<file path="config.mk">
export PLATFORM = sky130hd
export DESIGN_NAME = ahblite_apb_bridge_flat
export DESIGN_NICKNAME = d
export VERILOG_FILES = /design/src/rtl/ahblite_apb_bridge_if.sv /design/src/rtl/ahblite_apb_bridge.sv /design/src/flat_wrapper.sv
export SDC_FILE = /design/constraint.sdc
export NUM_CORES = 1
export LEC_CHECK = 0
export CORE_AREA = 2 2 181 183
export DETAILED_ROUTE_END_ITERATION = 7
export DIE_AREA = 0 0 183 185
export GPL_ROUTABILITY_DRIVEN = 0
export SLEW_MARGIN = 20
export SYNTH_ARGS = -nofsm -noshare
export SYNTH_HDL_FRONTEND = slang
export SYNTH_SLANG_ARGS = --single-unit
</file>
<file path="constraint.sdc">
create_clock -name clk -period 6.35 [get_ports clk]
set_clock_uncertainty 0.05 [all_clocks]
set_input_delay 1.27 -clock clk [delete_from_list [all_inputs] [get_ports clk]]
set_output_delay 1.27 -clock clk [all_outputs]
set_load 0.01 [all_outputs]
</file>
<file path="src/rtl/ahblite_apb_bridge_if.sv">
// Signal bundle between an AHB-Lite interconnect slave port, the AHB-to-APB bridge and its APB peripherals.
// "slave" is the bridge's view; "master" is the surrounding system (AHB requester plus APB responders).
interface ahblite_apb_bridge_if #(
    parameter int AHB_AW      = 32,
    parameter int AHB_DW      = 32,
    parameter int APB_SLV_NUM = 8
);
    logic                          hsel_i;
    logic [AHB_AW-1:0]             haddr_i;
    logic                          hwrite_i;
    logic [1:0]                    htrans_i;
    logic [2:0]                    hsize_i;
    logic [AHB_DW-1:0]             hwdata_i;
    logic                          hready_i;
    logic [3:0]                    hprot_i;
    logic                          hreadyout_o;
    logic                          hresp_o;
    logic [AHB_DW-1:0]             hrdata_o;
    logic [APB_SLV_NUM-1:0]        psel_o;
    logic                          penable_o;
    logic [AHB_AW-1:0]             paddr_o;
    logic                          pwrite_o;
    logic [AHB_DW-1:0]             pwdata_o;
    logic [3:0]                    pstrb_o;
    logic [2:0]                    pprot_o;
    logic [APB_SLV_NUM*AHB_DW-1:0] prdata_i;
    logic [APB_SLV_NUM-1:0]        pready_i;
    logic [APB_SLV_NUM-1:0]        pslverr_i;
    // Bridge FSM state, exported for checkers: 0 IDLE, 1 SETUP, 2 ACCESS, 3 ERR1, 4 ERR2.
    logic [2:0]                    state_dbg;

    // AHB: a transfer is offered when hsel_i & hready_i & htrans_i[1]; it completes in the first
    // cycle with hreadyout_o=1. APB: psel_o alone is SETUP, psel_o & penable_o is ACCESS, and the
    // access ends on the cycle where the selected slave's pready_i is 1.
    modport slave (
        input  hsel_i, haddr_i, hwrite_i, htrans_i, hsize_i, hwdata_i, hready_i, hprot_i,
        input  prdata_i, pready_i, pslverr_i,
        output hreadyout_o, hresp_o, hrdata_o,
        output psel_o, penable_o, paddr_o, pwrite_o, pwdata_o, pstrb_o, pprot_o,
        output state_dbg
    );

    modport master (
        output hsel_i, haddr_i, hwrite_i, htrans_i, hsize_i, hwdata_i, hready_i, hprot_i,
        output prdata_i, pready_i, pslverr_i,
        input  hreadyout_o, hresp_o, hrdata_o,
        input  psel_o, penable_o, paddr_o, pwrite_o, pwdata_o, pstrb_o, pprot_o,
        input  state_dbg
    );
endinterface

</file>
<file path="src/rtl/ahblite_apb_bridge.sv">
// AHB-Lite slave to multi-peripheral APB bridge: one SETUP+ACCESS per accepted AHB transfer.
// Define AHB2APB_APB4_EN to drive APB4 pstrb_o/pprot_o; otherwise both are tied to 0 (APB3).
module ahblite_apb_bridge #(
    parameter int AHB_AW      = 32,
    parameter int AHB_DW      = 32,
    parameter int APB_SLV_NUM = 8,
    parameter int APB_WIN     = 12
) (
    input logic                 clk,
    input logic                 rst_n,
    ahblite_apb_bridge_if.slave bus
);
    localparam int IDXW = (APB_SLV_NUM > 1) ? $clog2(APB_SLV_NUM) : 1;
    localparam int UW   = AHB_AW - APB_WIN;

    typedef enum logic [2:0] {
        S_IDLE   = 3'd0,
        S_SETUP  = 3'd1,
        S_ACCESS = 3'd2,
        S_ERR1   = 3'd3,
        S_ERR2   = 3'd4
    } state_e;

    state_e            state_q, state_d;
    logic [IDXW-1:0]   idx_q, idx_d;
    logic [AHB_AW-1:0] paddr_q, paddr_d;
    logic              pwrite_q, pwrite_d;
    logic [AHB_DW-1:0] pwdata_q, pwdata_d;
    logic [AHB_DW-1:0] hrdata_q, hrdata_d;
`ifdef AHB2APB_APB4_EN
    logic [3:0]        pstrb_q, pstrb_d;
    logic [2:0]        pprot_q, pprot_d;
`endif

    logic              accept;
    logic              req_valid;
    logic [UW-1:0]     win_sel;
    logic              sel_pready;
    logic              sel_pslverr;
    logic [AHB_DW-1:0] sel_prdata;
    logic [APB_SLV_NUM-1:0] sel_onehot;

`ifdef AHB2APB_APB4_EN
    function automatic logic [3:0] strb_of(input logic [2:0] size, input logic [1:0] a);
        case (size[1:0])
            2'd0:    return 4'b0001 << a;
            2'd1:    return 4'b0011 << {a[1], 1'b0};
            default: return 4'hF;
        endcase
    endfunction
`endif

    // Everything above the slave index must be zero, so addresses past the last window error out.
    assign win_sel   = bus.haddr_i[AHB_AW-1:APB_WIN];
    assign req_valid = (win_sel < UW'(APB_SLV_NUM)) && (bus.hsize_i <= 3'd2);
    assign accept    = ((state_q == S_IDLE) || (state_q == S_ERR2)) &&
                       bus.hsel_i && bus.hready_i && bus.htrans_i[1];

    assign sel_pready  = bus.pready_i[idx_q];
    assign sel_pslverr = bus.pslverr_i[idx_q];
    assign sel_prdata  = bus.prdata_i[idx_q*AHB_DW +: AHB_DW];
    assign sel_onehot  = {{(APB_SLV_NUM-1){1'b0}}, 1'b1} << idx_q;

    always_comb begin
        state_d  = state_q;
        idx_d    = idx_q;
        paddr_d  = paddr_q;
        pwrite_d = pwrite_q;
        pwdata_d = pwdata_q;
        hrdata_d = hrdata_q;
`ifdef AHB2APB_APB4_EN
        pstrb_d  = pstrb_q;
        pprot_d  = pprot_q;
`endif
        // Address-phase capture; cannot fire while an APB access is in flight.
        if (accept) begin
            idx_d    = bus.haddr_i[APB_WIN +: IDXW];
            paddr_d  = {bus.haddr_i[AHB_AW-1:2], 2'b00};
            pwrite_d = bus.hwrite_i;
`ifdef AHB2APB_APB4_EN
            pstrb_d  = bus.hwrite_i ? strb_of(bus.hsize_i, bus.haddr_i[1:0]) : 4'h0;
            pprot_d  = {~bus.hprot_i[0], 1'b0, bus.hprot_i[1]};
`endif
        end

        case (state_q)
            S_IDLE, S_ERR2: begin
                if (accept) state_d = req_valid ? S_SETUP : S_ERR1;
                else        state_d = S_IDLE;
            end
            S_SETUP: begin
                // The cycle after accept is the AHB data phase, so hwdata_i is valid now.
                pwdata_d = bus.hwdata_i;
                state_d  = S_ACCESS;
            end
            S_ACCESS: begin
                if (sel_pready) begin
                    if (sel_pslverr) begin
                        state_d = S_ERR1;
                    end else begin
                        state_d = S_IDLE;
                        if (!pwrite_q) hrdata_d = sel_prdata;
                    end
                end
            end
            S_ERR1:  state_d = S_ERR2;
            default: state_d = S_IDLE;
        endcase
    end

    always_ff @(posedge clk or negedge rst_n) begin
        if (!rst_n) begin
            state_q  <= S_IDLE;
            idx_q    <= '0;
            paddr_q  <= '0;
            pwrite_q <= 1'b0;
            pwdata_q <= '0;
            hrdata_q <= '0;
`ifdef AHB2APB_APB4_EN
            pstrb_q  <= 4'h0;
            pprot_q  <= 3'b000;
`endif
        end else begin
            state_q  <= state_d;
            idx_q    <= idx_d;
            paddr_q  <= paddr_d;
            pwrite_q <= pwrite_d;
            pwdata_q <= pwdata_d;
            hrdata_q <= hrdata_d;
`ifdef AHB2APB_APB4_EN
            pstrb_q  <= pstrb_d;
            pprot_q  <= pprot_d;
`endif
        end
    end

    // Handshake outputs decode straight from the state register, so async reset acts immediately.
    assign bus.psel_o      = ((state_q == S_SETUP) || (state_q == S_ACCESS)) ? sel_onehot : '0;
    assign bus.penable_o   = (state_q == S_ACCESS);
    assign bus.hreadyout_o = !((state_q == S_SETUP) || (state_q == S_ACCESS) || (state_q == S_ERR1));
    assign bus.hresp_o     = (state_q == S_ERR1) || (state_q == S_ERR2);
    assign bus.hrdata_o    = hrdata_q;
    assign bus.paddr_o     = paddr_q;
    assign bus.pwrite_o    = pwrite_q;
    assign bus.pwdata_o    = pwdata_q;
    assign bus.state_dbg   = state_q;
`ifdef AHB2APB_APB4_EN
    assign bus.pstrb_o     = pstrb_q;
    assign bus.pprot_o     = pprot_q;
`else
    assign bus.pstrb_o     = 4'h0;
    assign bus.pprot_o     = 3'b000;
`endif
endmodule
</file>
<file path="src/flat_wrapper.sv">
// flat-port wrapper written by rule: the top's interface ports become plain ports
module ahblite_apb_bridge_flat 
#(
    parameter int AHB_AW      = 32,
    parameter int AHB_DW      = 32,
    parameter int APB_SLV_NUM = 8,
    parameter int APB_WIN     = 12
)
  (clk, rst_n, bus_hsel_i, bus_haddr_i, bus_hwrite_i, bus_htrans_i, bus_hsize_i, bus_hwdata_i, bus_hready_i, bus_hprot_i, bus_prdata_i, bus_pready_i, bus_pslverr_i, bus_hreadyout_o, bus_hresp_o, bus_hrdata_o, bus_psel_o, bus_penable_o, bus_paddr_o, bus_pwrite_o, bus_pwdata_o, bus_pstrb_o, bus_pprot_o, bus_state_dbg);
  ahblite_apb_bridge_if #(.AHB_AW(AHB_AW), .AHB_DW(AHB_DW), .APB_SLV_NUM(APB_SLV_NUM)) bus_i ();
  input logic clk;
  input logic rst_n;
  input wire logic [$bits(bus_i.hsel_i)-1:0] bus_hsel_i;
  input wire logic [$bits(bus_i.haddr_i)-1:0] bus_haddr_i;
  input wire logic [$bits(bus_i.hwrite_i)-1:0] bus_hwrite_i;
  input wire logic [$bits(bus_i.htrans_i)-1:0] bus_htrans_i;
  input wire logic [$bits(bus_i.hsize_i)-1:0] bus_hsize_i;
  input wire logic [$bits(bus_i.hwdata_i)-1:0] bus_hwdata_i;
  input wire logic [$bits(bus_i.hready_i)-1:0] bus_hready_i;
  input wire logic [$bits(bus_i.hprot_i)-1:0] bus_hprot_i;
  input wire logic [$bits(bus_i.prdata_i)-1:0] bus_prdata_i;
  input wire logic [$bits(bus_i.pready_i)-1:0] bus_pready_i;
  input wire logic [$bits(bus_i.pslverr_i)-1:0] bus_pslverr_i;
  output wire logic [$bits(bus_i.hreadyout_o)-1:0] bus_hreadyout_o;
  output wire logic [$bits(bus_i.hresp_o)-1:0] bus_hresp_o;
  output wire logic [$bits(bus_i.hrdata_o)-1:0] bus_hrdata_o;
  output wire logic [$bits(bus_i.psel_o)-1:0] bus_psel_o;
  output wire logic [$bits(bus_i.penable_o)-1:0] bus_penable_o;
  output wire logic [$bits(bus_i.paddr_o)-1:0] bus_paddr_o;
  output wire logic [$bits(bus_i.pwrite_o)-1:0] bus_pwrite_o;
  output wire logic [$bits(bus_i.pwdata_o)-1:0] bus_pwdata_o;
  output wire logic [$bits(bus_i.pstrb_o)-1:0] bus_pstrb_o;
  output wire logic [$bits(bus_i.pprot_o)-1:0] bus_pprot_o;
  output wire logic [$bits(bus_i.state_dbg)-1:0] bus_state_dbg;
  assign bus_i.hsel_i = bus_hsel_i;
  assign bus_i.haddr_i = bus_haddr_i;
  assign bus_i.hwrite_i = bus_hwrite_i;
  assign bus_i.htrans_i = bus_htrans_i;
  assign bus_i.hsize_i = bus_hsize_i;
  assign bus_i.hwdata_i = bus_hwdata_i;
  assign bus_i.hready_i = bus_hready_i;
  assign bus_i.hprot_i = bus_hprot_i;
  assign bus_i.prdata_i = bus_prdata_i;
  assign bus_i.pready_i = bus_pready_i;
  assign bus_i.pslverr_i = bus_pslverr_i;
  assign bus_hreadyout_o = bus_i.hreadyout_o;
  assign bus_hresp_o = bus_i.hresp_o;
  assign bus_hrdata_o = bus_i.hrdata_o;
  assign bus_psel_o = bus_i.psel_o;
  assign bus_penable_o = bus_i.penable_o;
  assign bus_paddr_o = bus_i.paddr_o;
  assign bus_pwrite_o = bus_i.pwrite_o;
  assign bus_pwdata_o = bus_i.pwdata_o;
  assign bus_pstrb_o = bus_i.pstrb_o;
  assign bus_pprot_o = bus_i.pprot_o;
  assign bus_state_dbg = bus_i.state_dbg;
  ahblite_apb_bridge #(.AHB_AW(AHB_AW), .AHB_DW(AHB_DW), .APB_SLV_NUM(APB_SLV_NUM), .APB_WIN(APB_WIN)) u_core (.clk(clk), .rst_n(rst_n), .bus(bus_i));
endmodule
</file>
### Yosys cells after proc, flatten, opt, wreduce, memory -nomap -nowiden

Cells that the tools add are included.

* output and inout bits: 118
* flip-flop bits (word level): 101

* shifts and indexed selects: 2
* muxes and demuxes: 10
* eq/ne operators: 5
* reductions and logical operators: 12
* $lt $le $gt $ge: 3
* bitwise gates (word level): 2

Operator list (count)
* $shiftx 256x9->32: 1
* $lt 20x4->1 const B: 1
* $pmux 3 s4: 1
* $mux 8: 1
* $shl 1x3->8 const A: 1
* $bmux 1 s3: 2
* $eq 3x2->1 const B: 2
* $mux 3: 2
* $logic_and 1x1->1: 4
* $logic_or 1x1->1: 4
* $lt 3x4->1 const B: 1
* $mux 2: 2
* $reduce_and 4->1: 1
* $eq 3x1->1 const B: 1
* $eq 3x3->1 const B: 1
* $le 3x2->1 const B: 1
* $logic_not 3->1: 1
* $mux 1: 2
* $ne 2x1->1 const B: 1
* $not 1->1: 2
* $reduce_or 2->1: 1
* $logic_not 1->1: 1

### Longest topological paths before layout

Gate-level depths: netlist of the first run.

* depth in word-level cells: 7
* depth in mapped cells: 7
* gate-level depth less buffers: 5

### Least setup slack after synthesis of the first run

Ideal clock, no wire load.

* path type: in2reg
* start point: input bus_pslverr_i[1]
* end point: register u_core.hrdata_q[10], in the netlist u_core.bus.hrdata_o[10]
* required time: 6175 ps
* stages on the path: 5
* slack: 3324 ps
* data arrival time: 2851 ps
* setup time: 125 ps
* cells stage by stage: mux4_1 > mux2_2 > nor4_4 > buf_6 > mux2_2

* word-level cells in the longest chain between the ends: 4

RTL lines
* start, declared: line flat_wrapper.sv:23 `input wire logic [$bits(bus_i.pslverr_i)-1:0] bus_pslverr_i;`
* $bmux 1 s3: line ahblite_apb_bridge.sv:60 `assign sel_pslverr = bus.pslverr_i[idx_q];`
* $mux 1 (implied by the code): line ahblite_apb_bridge.sv:60
* $not 1->1 (no line)
* $reduce_and 4->1 (no line)
* end signal, assigned: line ahblite_apb_bridge.sv:129 `hrdata_q <= hrdata_d;`
* end, declared: line ahblite_apb_bridge.sv:29 `logic [AHB_DW-1:0] hrdata_q, hrdata_d;`

Every way passes these cells. The select of a mux whose other input is x is not followed.
A chain may end at the register's enable or synchronous reset.

### Worst setup path in the final report of the first run

* start point: register u_core.state_q[2], in the netlist u_core.bus.state_dbg[2]
* end point: output bus_psel_o[4]

* word-level cells in the longest chain between the ends: 3
* elaborated cells on any way between the ends: 4
* classes of those cells: 2 x eq/ne; 1 x mux; 1 x reduce/logical

RTL lines
* start, declared: line ahblite_apb_bridge.sv:24 `state_e state_q, state_d;`
* start signal, assigned: line ahblite_apb_bridge.sv:124 `state_q <= state_d;`
* $eq 3x1->1 or $eq 3x2->1 (tied branches): line ahblite_apb_bridge.sv:138 `assign bus.psel_o = ((state_q == S_SETUP) || (state_q == S_ACCESS)) ? sel_onehot : '0;`
* $logic_or 1x1->1 *: line ahblite_apb_bridge.sv:138
* $mux 8 *: line ahblite_apb_bridge.sv:138
* end, declared: line flat_wrapper.sv:27 `output wire logic [$bits(bus_i.psel_o)-1:0] bus_psel_o;`

Every way passes the cells marked *; elsewhere a longest branch is shown, timed or not.

==> impl_metrics.json, run 1 <==
{
  "synthToLayoutAreaGrowth_pct": 89.18,
  "end_kind": "output port",
  "htree_levels": 3,
  "power_leakage_nw": 4.192,
  "synth_commonest_cells": "129 x mux2_2, 98 x dfrtp_1, 65 x mux4_2",
  "hold_depth": 1,
  "synth.largest_area_cell": "dfrtp_1",
  "p_int_w": 0.002922,
  "floorplan.rows": 66,
  "dieHeight_um": 185,
  "antenna_found_initial": 6,
  "layout-drive-gt1-share_pct": 27.13,
  "r2r.worst_path.cells": 4,
  "layout.nets": 1167,
  "crit_buf_inv": 1,
  "cp_cell_sequence": "nor3b_2 > o21ai_0 > nor3_1 > clkdlybuf4s50_1",
  "cts_tree": "yes",
  "hp-class": "flop to flop",
  "grt_max_degree": 62,
  "cp_data_required_time_ns": 5.03,
  "final_cell_area_mm2": 0.01114,
  "ant_nets": 0,
  "numCtsBuffers": 9,
  "synth-edff-count": 0,
  "relSlewSlack_pct": 38.06,
  "yosysMostFrequentCell": "mux2_2",
  "startpoint_type": "flop",
  "regArea_mm2": 0.002460,
  "p_clk_share_pct": 15.0,
  "place_area_mm2": 0.01079,
  "stdcell_count": 1232,
  "insertion_delay_ns": 0.36,
  "dr.pass1.iters": 4,
  "overflow": 0,
  "core_mm2": 0.03204,
  "path_max_fanout": 10,
  "grtUsageTotal_pct": 14.46,
  "syn_area_per_cell_um2": 15.62,
  "drc": 0,
  "async_flop_share_pct": 100.0,
  "avgViaCountPerCell": 4.281,
  "power.density_mw_per_mm2": 394.0,
  "grt_pass1_vias": 5799,
  "switching_share_pct": 33.42,
  "cts.repair.resized": 0,
  "fin_crit_sh_pct": 60.93,
  "grt_setup_unrepaired": "no",
  "cts_hold_buf": 0,
  "die_w_um": 183,
  "comb_power_share_pct": 57.3,
  "setup_tns_ns": 0,
  "pwr-share-seq_pct": 27.7,
  "vdd_ir_drop_max_v": 0.0003592,
  "dp_hpwl_um": 19990,
  "drv_cap": 0,
  "yosys_warnings": 0,
  "final_hold_viol_count": 0,
  "synthSimpleGateAreaFrac_pct": 3.166,
  "multiInputGateArea_mm2": 0.003256,
  "synthFlopType": "dfrtp_1",
  "critPathMaxStageDelay_ns": 0.66,
  "fillCellCount": 3185,
  "clock-sinks": 98,
  "synth_top_family_by_area": "multiplexers",
  "io_pins": 468,
  "min_period_ns": 3.869,
  "vias": 5274,
  "placed_cells": 1214,
  "syn_area_mm2": 0.005888,
  "crit_cells": 4,
  "hold_ws_ns": 0.4536,
  "cts_max_path_buffers": 2,
  "io_buffer_count": 451,
  "synthXorXnorAreaFrac_pct": 0,
  "final_util_pct": 34.77,
  "ys_ff_latch": 98,
  "yosysSeqAreaShare_pct": 41.65,
  "grt_first_pass_wirelength_um": 35860,
  "root_buffer": "clkbuf_16",
  "p_switching_w": 0.001467,
  "clock.fmax_mhz": 258.5,
  "cp_slowest_cell": "nor3b_2",
  "synth_compound_area_share_pct": 1.126,
  "synthCells": 377,
  "slew_violations": 0,
  "critPathTopFamily": "simple AND/OR/NAND/NOR gates",
  "synth_fa_ha_area_share_pct": 0,
  "start_util_pct": 18.38,
  "worstPathArrival_ns": 2.55,
  "wl_um": 25200,
  "clkTransAtPathRegs_ns": 0.08,
  "wire_per_inst_um": 20.45,
  "setup_violations": 0,
  "crit_type": "flop to output port",
  "tightest_slew_ns": 0.9292,
  "outcome": "finished clean",
  "cts_setup_buffers": 0,
  "synth.area.top_cells": "dfrtp_1 42%, mux4_2 25%, mux2_2 25%, buf_4 1.4%, clkbuf_1 0.76%",
  "synthMuxAreaShare_pct": 50.34,
  "yosysTopAreaCellShare_pct": 41.65,
  "ys_types": 35,
  "dieArea_mm2": 0.03386,
  "dr.first_iter.drc_count": 130
}
state kept, by name, indices dropped and copies added (netlist names):
name,count
u_core.bus.hrdata_o,32
u_core.bus.pwdata_o,32
u_core.bus.paddr_o,28
u_core.bus.state_dbg,3
u_core.idx_q,2
u_core.bus.pwrite_o,1
cells by family (layout without fill, tap and decap cells):
| kind of cell | after synthesis | after routing |
|---|---|---|
| AOI/OAI and AO/OA | 10 | 10 |
| other | 1 | 11 |
| muxes | 197 | 197 |
| buffers and inverters | 38 | 475 |
| DFF | 98 | 98 |
| and+or+nand+nor | 33 | 33 |
power groups by stage:
| stage | Sequential, W | Clock (W) | Combinational [W] |
|---|---|---|---|
| 2_1_floorplan | 0.00126 | 0 | 0.00129 |
| 3_3_place_gp | 0.00122 | 0 | 0.00255 |
| 3_5_place_dp | 0.00123 | 0 | 0.00256 |
| 4_1_cts | 0.00122 | 0.000688 | 0.00257 |
| 5_1_grt | 0.00127 | 0.000705 | 0.00269 |
| 6_report | 0.00121 | 0.000660 | 0.00251 |
per-layer routing:
layer | global-route usage (%) | vias up | wire length, µm
met5 | 0 | - | 26
met4 | 5.152 | 4 | 591
met3 | 6.803 | 29 | 2945
met2 | 24.65 | 298 | 11970
met1 | 15.76 | 2590 | 9664
li1 | - | 2353 | -
layout by cell type, fill, tap and decap left out, types with 2 or more instances in the layout:
| master | netlist | layout |
|---|---|---|
| buf_4 | 11 | 8 |
| bufinv_16 | 0 | 3 |
| clkbuf_1 | 12 | 2 |
| clkbuf_16 | 0 | 9 |
| clkdlybuf4s50_1 | 0 | 450 |
| conb_1 | 1 | 9 |
| dfrtp_1 | 98 | 96 |
| dfrtp_4 | 0 | 2 |
| diode_2 | 0 | 2 |
| inv_6 | 0 | 2 |
| mux2_2 | 129 | 129 |
| mux4_2 | 65 | 65 |
| nand2_1 | 6 | 6 |
| nand2b_1 | 3 | 3 |
| nor2_1 | 10 | 10 |
| nor3_1 | 2 | 2 |
| nor3b_2 | 1 | 2 |
| nor4_1 | 4 | 4 |
| o21ai_0 | 2 | 2 |
metrics by stage:
| stage | setup WS, ns | total power, W |
|---|---|---|
| finish | 2.481 | 0.004389 |
| global route | 2.242 | 0.004664 |
| CTS | 2.440 | 0.004482 |
| detailed placement | 2.476 | 0.003790 |
| global placement | 2.500 | 0.003772 |
| floorplan | 3.324 | 0.002550 |
area by class of cell:
class	count	area share [%]
Multi-Input combinational cell	249	29.23
Antenna cell	2	0.04493
Clock inverter	5	0.9660
Tap cell	408	4.583
Clock buffer	11	2.089
Sequential cell	98	22.08
Timing Repair Buffer	458	40.98
Inverter	1	0.03370
final timing paths:
kind / startpoint / endpoint / slack (ns)
worst min register to register: u_core.bus.hrdata_o[7] / u_core.bus.hrdata_o[7] / 0.45
worst min-delay path: u_core.bus.hrdata_o[7] / u_core.bus.hrdata_o[7] / 0.45
min in group asynchronous: rst_n / u_core.bus.paddr_o[11] / 0.95
max in group asynchronous: rst_n / u_core.idx_q[1] / 4.23
worst max-delay path: u_core.bus.state_dbg[2] / bus_psel_o[4] / 2.48
worst max register to register: u_core.idx_q[0] / u_core.bus.hrdata_o[15] / 3.30
worst register-to-register path: stages, from the launching register on:
cell,delay (ns)
dfrtp_4,0.79
buf_4,0.83
mux4_2,0.69
mux2_2,0.31
mux2_2,0.27
Power figures use the tool's default switching activity.
==> run 2: changes to the inputs <==
==> constraint.sdc (replaced) <==
create_clock -name clk -period 3.4 [get_ports clk]
set_clock_uncertainty 0.05 [all_clocks]
set_input_delay 0.68 -clock clk [delete_from_list [all_inputs] [get_ports clk]]
set_output_delay 0.68 -clock clk [all_outputs]
set_load 0.01 [all_outputs]
==> impl_metrics.json, run 2 (same netlist as run 1, synthesis figures left out) <==
{
  "power.density_mw_per_mm2": 726.9,
  "dieArea_mm2": 0.03386,
  "grt_first_pass_wirelength_um": 36310,
  "dr.pass1.iters": 4,
  "insertion_delay_ns": 0.35,
  "core_mm2": 0.03204,
  "floorplan.rows": 66,
  "setup_tns_ns": 0,
  "wire_per_inst_um": 20.38,
  "final_hold_viol_count": 0,
  "dr.first_iter.drc_count": 110,
  "startpoint_type": "flop",
  "cts_max_path_buffers": 2,
  "layout-drive-gt1-share_pct": 27.43,
  "stdcell_count": 1235,
  "relSlewSlack_pct": 58.57,
  "die_w_um": 183,
  "avgViaCountPerCell": 4.263,
  "drv_cap": 0,
  "mostFrequentLayoutCells": "450 x clkdlybuf4s50_1, 129 x mux2_2, 96 x dfrtp_1",
  "wl_um": 25170,
  "io_buffer_count": 451,
  "clkTransAtPathRegs_ns": 0.08,
  "htree_levels": 3,
  "outcome": "finished clean",
  "critPathMaxStageDelay_ns": 0.57,
  "min_period_ns": 3.120,
  "worstPathArrival_ns": 2.39,
  "hp-class": "primary input to async pin",
  "placed_cells": 1216,
  "clock-sinks": 98,
  "dp_hpwl_um": 20130,
  "cts_setup_buffers": 0,
  "grt_max_degree": 66,
  "cp_data_required_time_ns": 2.67,
  "cts_tree": "yes",
  "power_leakage_nw": 4.200,
  "vias": 5265,
  "crit_type": "flop to output port",
  "drc": 0,
  "numCtsBuffers": 9,
  "final_common_cell": "clkdlybuf4s50_1",
  "end_kind": "output port",
  "dieHeight_um": 185,
  "vdd_ir_drop_max_v": 0.0004251,
  "layout.nets": 1169,
  "final_util_pct": 34.84,
  "cp_slowest_cell": "clkdlybuf4s50_1",
  "io_pins": 468,
  "cp_cell_sequence": "nor3b_2 > o21ai_0 > nor3_1 > clkdlybuf4s50_1",
  "path_max_fanout": 7,
  "start_util_pct": 18.38,
  "tightest_slew_ns": 0.6118,
  "cts.repair.resized": 0,
  "grt_pass1_vias": 5874,
  "ant_nets": 0,
  "cts_hold_buf": 0,
  "synthToLayoutAreaGrowth_pct": 89.57,
  "grtUsageTotal_pct": 14.56,
  "clock.fmax_mhz": 320.5,
  "antenna_found_initial": 8,
  "slew_violations": 0,
  "grt_setup_unrepaired": "no",
  "fin_crit_sh_pct": 91.76,
  "root_buffer": "clkbuf_16",
  "overflow": 0,
  "setup_violations": 0
}
## run 2: changes by cell type in the layout (fill, tap and decap cells not counted), sizes merged
cell,before,now
buf,8,10
clkbuf,11,10
bufinv,3,1
inv,3,5
diode,2,3
clkinv,0,1
## run 2: layer usage
layer	GRT usage (%)	share of wire (%)	vias up
met2	24.68	48	293
met4	4.480	1.9	8
li1	-	-	2354
met5	0	0.17	-
met3	6.587	12	26
met1	16.40	38	2584
## run 2: power by group
| group | leakage [nW] | switching, W | internal [W] | total, W |
|---|---|---|---|---|
| logic | 2.87 | 0.00179 | 0.00301 | 0.00480 |
| registers | 1.18 | 0.000440 | 0.00176 | 0.00220 |
| clock network | 0.152 | 0.000528 | 0.000590 | 0.00112 |
| total | 4.20 | 0.00276 | 0.00536 | 0.00811 |
## run 2: worst max-delay path, delay by kind of cell, from the launching register on
kind / cells / cell delay [ns]
AO/OA/AOI/OAI: 1 / 0.30
buffers and inverters: 1 / 0.57
flip-flops: 1 / 0.46
AND/OR/NAND/NOR: 2 / 0.72
## run 2: final timing paths
kind | to | cells after the start | startpoint | slack, ns
setup / recovery | bus_psel_o[4] | 4 | u_core.bus.state_dbg[2] | 0.28
hold / removal | u_core.bus.paddr_o[16] | 1 | rst_n | 0.24
setup reg to reg | u_core.bus.hrdata_o[31] | 5 | u_core.idx_q[1] | 0.82
hold reg to reg | u_core.bus.hrdata_o[7] | 1 | u_core.bus.hrdata_o[7] | 0.45
max in group asynchronous | u_core.idx_q[1] | 2 | rst_n | 2.28
min in group clk | u_core.bus.hrdata_o[7] | 1 | u_core.bus.hrdata_o[7] | 0.45
## run 2: stage by stage
step	total power, W	cell area (µm²)	setup slack, ns	hold slack (ns)
finish	0.008113	11160	0.2802	0.2360
global route	0.008650	11160	0.1036	0.2608
CTS	0.008319	11150	0.2114	0.2368
detailed placement	0.007121	10850	0.3221	0.4316
global placement	0.007090	10850	0.3282	0.4238
floorplan	0.004763	5918	0.9644	0.3344
## run 2: final cells by class
| class | count | area [µm²] |
|---|---|---|
| Clock inverter | 6 | 78.83 |
| Sequential cell | 98 | 2460 |
| Multi-Input combinational cell | 249 | 3256 |
| Inverter | 1 | 3.754 |
| Tap cell | 408 | 510.5 |
| Timing Repair Buffer | 460 | 4617 |
| Fill cell | 3195 | 20880 |
| Clock buffer | 10 | 229.0 |
| Antenna cell | 3 | 7.507 |
==> run 3: changes to the inputs <==
--- a/config.mk
+++ b/config.mk
@@ -9,6 +9,7 @@
 export DETAILED_ROUTE_END_ITERATION = 7
 export DIE_AREA = 0 0 183 185
 export GPL_ROUTABILITY_DRIVEN = 0
+export SKIP_LAST_GASP = 1
 export SLEW_MARGIN = 20
 export SYNTH_ARGS = -nofsm -noshare
 export SYNTH_HDL_FRONTEND = slang
==> constraint.sdc (replaced) <==
create_clock -name clk -period 3.4 [get_ports clk]
set_clock_uncertainty 0.05 [all_clocks]
set_input_delay 1.02 -clock clk [delete_from_list [all_inputs] [get_ports clk]]
set_output_delay 1.02 -clock clk [all_outputs]
set_load 0.01 [all_outputs]
==> impl_metrics.json, run 3 (same netlist as run 1, synthesis figures left out) <==
{
  "core_mm2": 0.03204,
  "antennaDiodeCount": 0,
  "grt_first_pass_wirelength_um": 36050,
  "switching_share_pct": 33.84,
  "power_leakage_nw": 4.233,
  "hold_path.startpoint": "u_core.bus.hrdata_o[7]",
  "tightest_slew_ns": 0.6722,
  "slew_violations": 0,
  "r2r-start": "u_core.idx_q[1]",
  "fin_crit_sh_pct": 94.91,
  "stdcell_count": 1236,
  "cts_tree": "yes",
  "placed_cells": 1220,
  "insertion_delay_ns": 0.35,
  "hold_end": "u_core.bus.hrdata_o[7]",
  "p_switching_w": 0.002766,
  "dr.first_iter.drc_count": 133,
  "path_max_fanout": 10,
  "grtUsageTotal_pct": 14.48,
  "layout.nets": 1173,
  "layout-drive-gt1-share_pct": 27.90,
  "clock.fmax_mhz": 309.9,
  "mostFrequentLayoutCells": "450 x clkdlybuf4s50_1, 129 x mux2_2, 96 x dfrtp_1",
  "outcome": "finished clean",
  "r2r.worst_path.cells": 6,
  "htree_levels": 3,
  "p_total_w": 0.008173,
  "wl_um": 25240,
  "die_w_um": 183,
  "antenna_found_initial": 5,
  "root_buffer": "clkbuf_16",
  "floorplan.rows": 66,
  "numCtsBuffers": 9,
  "cts_max_path_buffers": 2,
  "clock-sinks": 98,
  "comb_power_share_pct": 60.0,
  "worstPathArrival_ns": 2.16,
  "start_util_pct": 18.38,
  "critPathMaxStageDelay_ns": 0.56,
  "p_clk_share_pct": 13.9,
  "timing.rr.end": "u_core.bus.hrdata_o[11]",
  "power.density_mw_per_mm2": 728.6,
  "cts_hold_buf": 0,
  "vdd_ir_drop_max_v": 0.0005132,
  "pwr-share-seq_pct": 26.1,
  "startpoint_type": "flop",
  "wire_per_inst_um": 20.42,
  "dieHeight_um": 185,
  "dieArea_mm2": 0.03386,
  "io_buffer_count": 451,
  "grt_pass1_vias": 5831,
  "synthToLayoutAreaGrowth_pct": 90.52,
  "hold_depth": 1,
  "io_pins": 468,
  "hp-class": "flop to flop",
  "setup_violations": 0,
  "dr.pass1.iters": 4,
  "clkTransAtPathRegs_ns": 0.08,
  "final_hold_viol_count": 0,
  "dp_hpwl_um": 20320,
  "end_kind": "output port",
  "grt_setup_unrepaired": "no",
  "vias": 5243,
  "cp_cell_sequence": "nor3b_2 > buf_4 > o21ai_1 > nor3_1 > clkdlybuf4s50_1",
  "min_period_ns": 3.227,
  "p_int_w": 0.005407,
  "overflow": 0,
  "cp_data_required_time_ns": 2.33,
  "final_common_cell": "clkdlybuf4s50_1",
  "crit_type": "flop to output port",
  "cp_slowest_cell": "clkdlybuf4s50_1",
  "relSlewSlack_pct": 55.19,
  "crit_buf_inv": 2,
  "ant_nets": 0,
  "drv_cap": 0,
  "rrSetupSlack_ns": 0.69,
  "drc": 0,
  "grt_max_degree": 66,
  "critPathTopFamily": "buffers and inverters",
  "avgViaCountPerCell": 4.242
}
[run 3: final cells by class]
cell class | instances | area, µm²
flip-flops and latches | 98 | 2460
multi-input cells | 249 | 3262
clock buffers | 10 | 239.0
well taps | 408 | 510.5
fillers | 3174 | 20820
inverters | 1 | 3.754
repair buffers | 464 | 4659
clock inverters | 6 | 83.83
[run 3: worst max-delay path by stage]
stage / from / to / slack, ns / depth (start not counted)
3_5_place_dp: bus_pslverr_i[6] / u_core.bus.hrdata_o[8] / -0.04 / 6
2_1_floorplan: bus_pslverr_i[1] / u_core.bus.hrdata_o[10] / 0.62 / 5
6_report: u_core.bus.state_dbg[2] / bus_psel_o[0] / 0.17 / 5
5_1_grt: u_core.bus.state_dbg[2] / bus_psel_o[0] / 0.02 / 5
4_1_cts: u_core.bus.state_dbg[2] / bus_psel_o[4] / 0.09 / 4
3_3_place_gp: bus_pslverr_i[6] / u_core.bus.hrdata_o[15] / -0.03 / 6
[run 3: worst register-to-register path, delay by kind of cell, from the launching register on]
family / cells / cell delay (ns)
AND/OR/NAND/NOR: 1 / 0.24
multiplexers: 3 / 1.15
flip-flops: 1 / 0.51
buffers and inverters: 2 / 0.66
[run 3: layer usage]
metal  vias up  part of all wire, %  track usage [%]
li1       2357                    -                -
met1      2574                   39            16.39
met2       287                   49            25.11
met3        17                   11            6.390
met4         8                 0.97            3.328
met5         -                 0.18                0
[run 3: timing repair]
item,4_1_cts,5_1_grt
hold endpoints to repair,0,0
gates resized for setup,0,2
buffers inserted,0,0
setup endpoints to repair,0,3
[run 3: per-stage QoR]
stage / hold WS [ns] / setup TNS (ns) / util [%] / worst slack [ns] / area, µm²
after floorplan: 0.4788 / 0 / - / 0.6244 / 5918
after global placement: 0.4222 / -0.8502 / 33.99 / -0.03128 / 10890
after detailed placement: 0.4293 / -0.7878 / 33.99 / -0.03862 / 10890
after CTS: 0.4534 / 0 / 34.99 / 0.08721 / 11210
after global routing: 0.4622 / 0 / 35.01 / 0.02411 / 11220
final: 0.4507 / 0 / 35.01 / 0.1732 / 11220
[run 3: power groups by stage]
stage | sequential [W] | combinational, W | clock (W)
after detailed placement | 0.00216 | 0.00499 | 0
after floorplan | 0.00235 | 0.00242 | 0
after global placement | 0.00214 | 0.00498 | 0
after global routing | 0.00222 | 0.00526 | 0.00124
after CTS | 0.00214 | 0.00501 | 0.00120
final | 0.00213 | 0.00490 | 0.00114
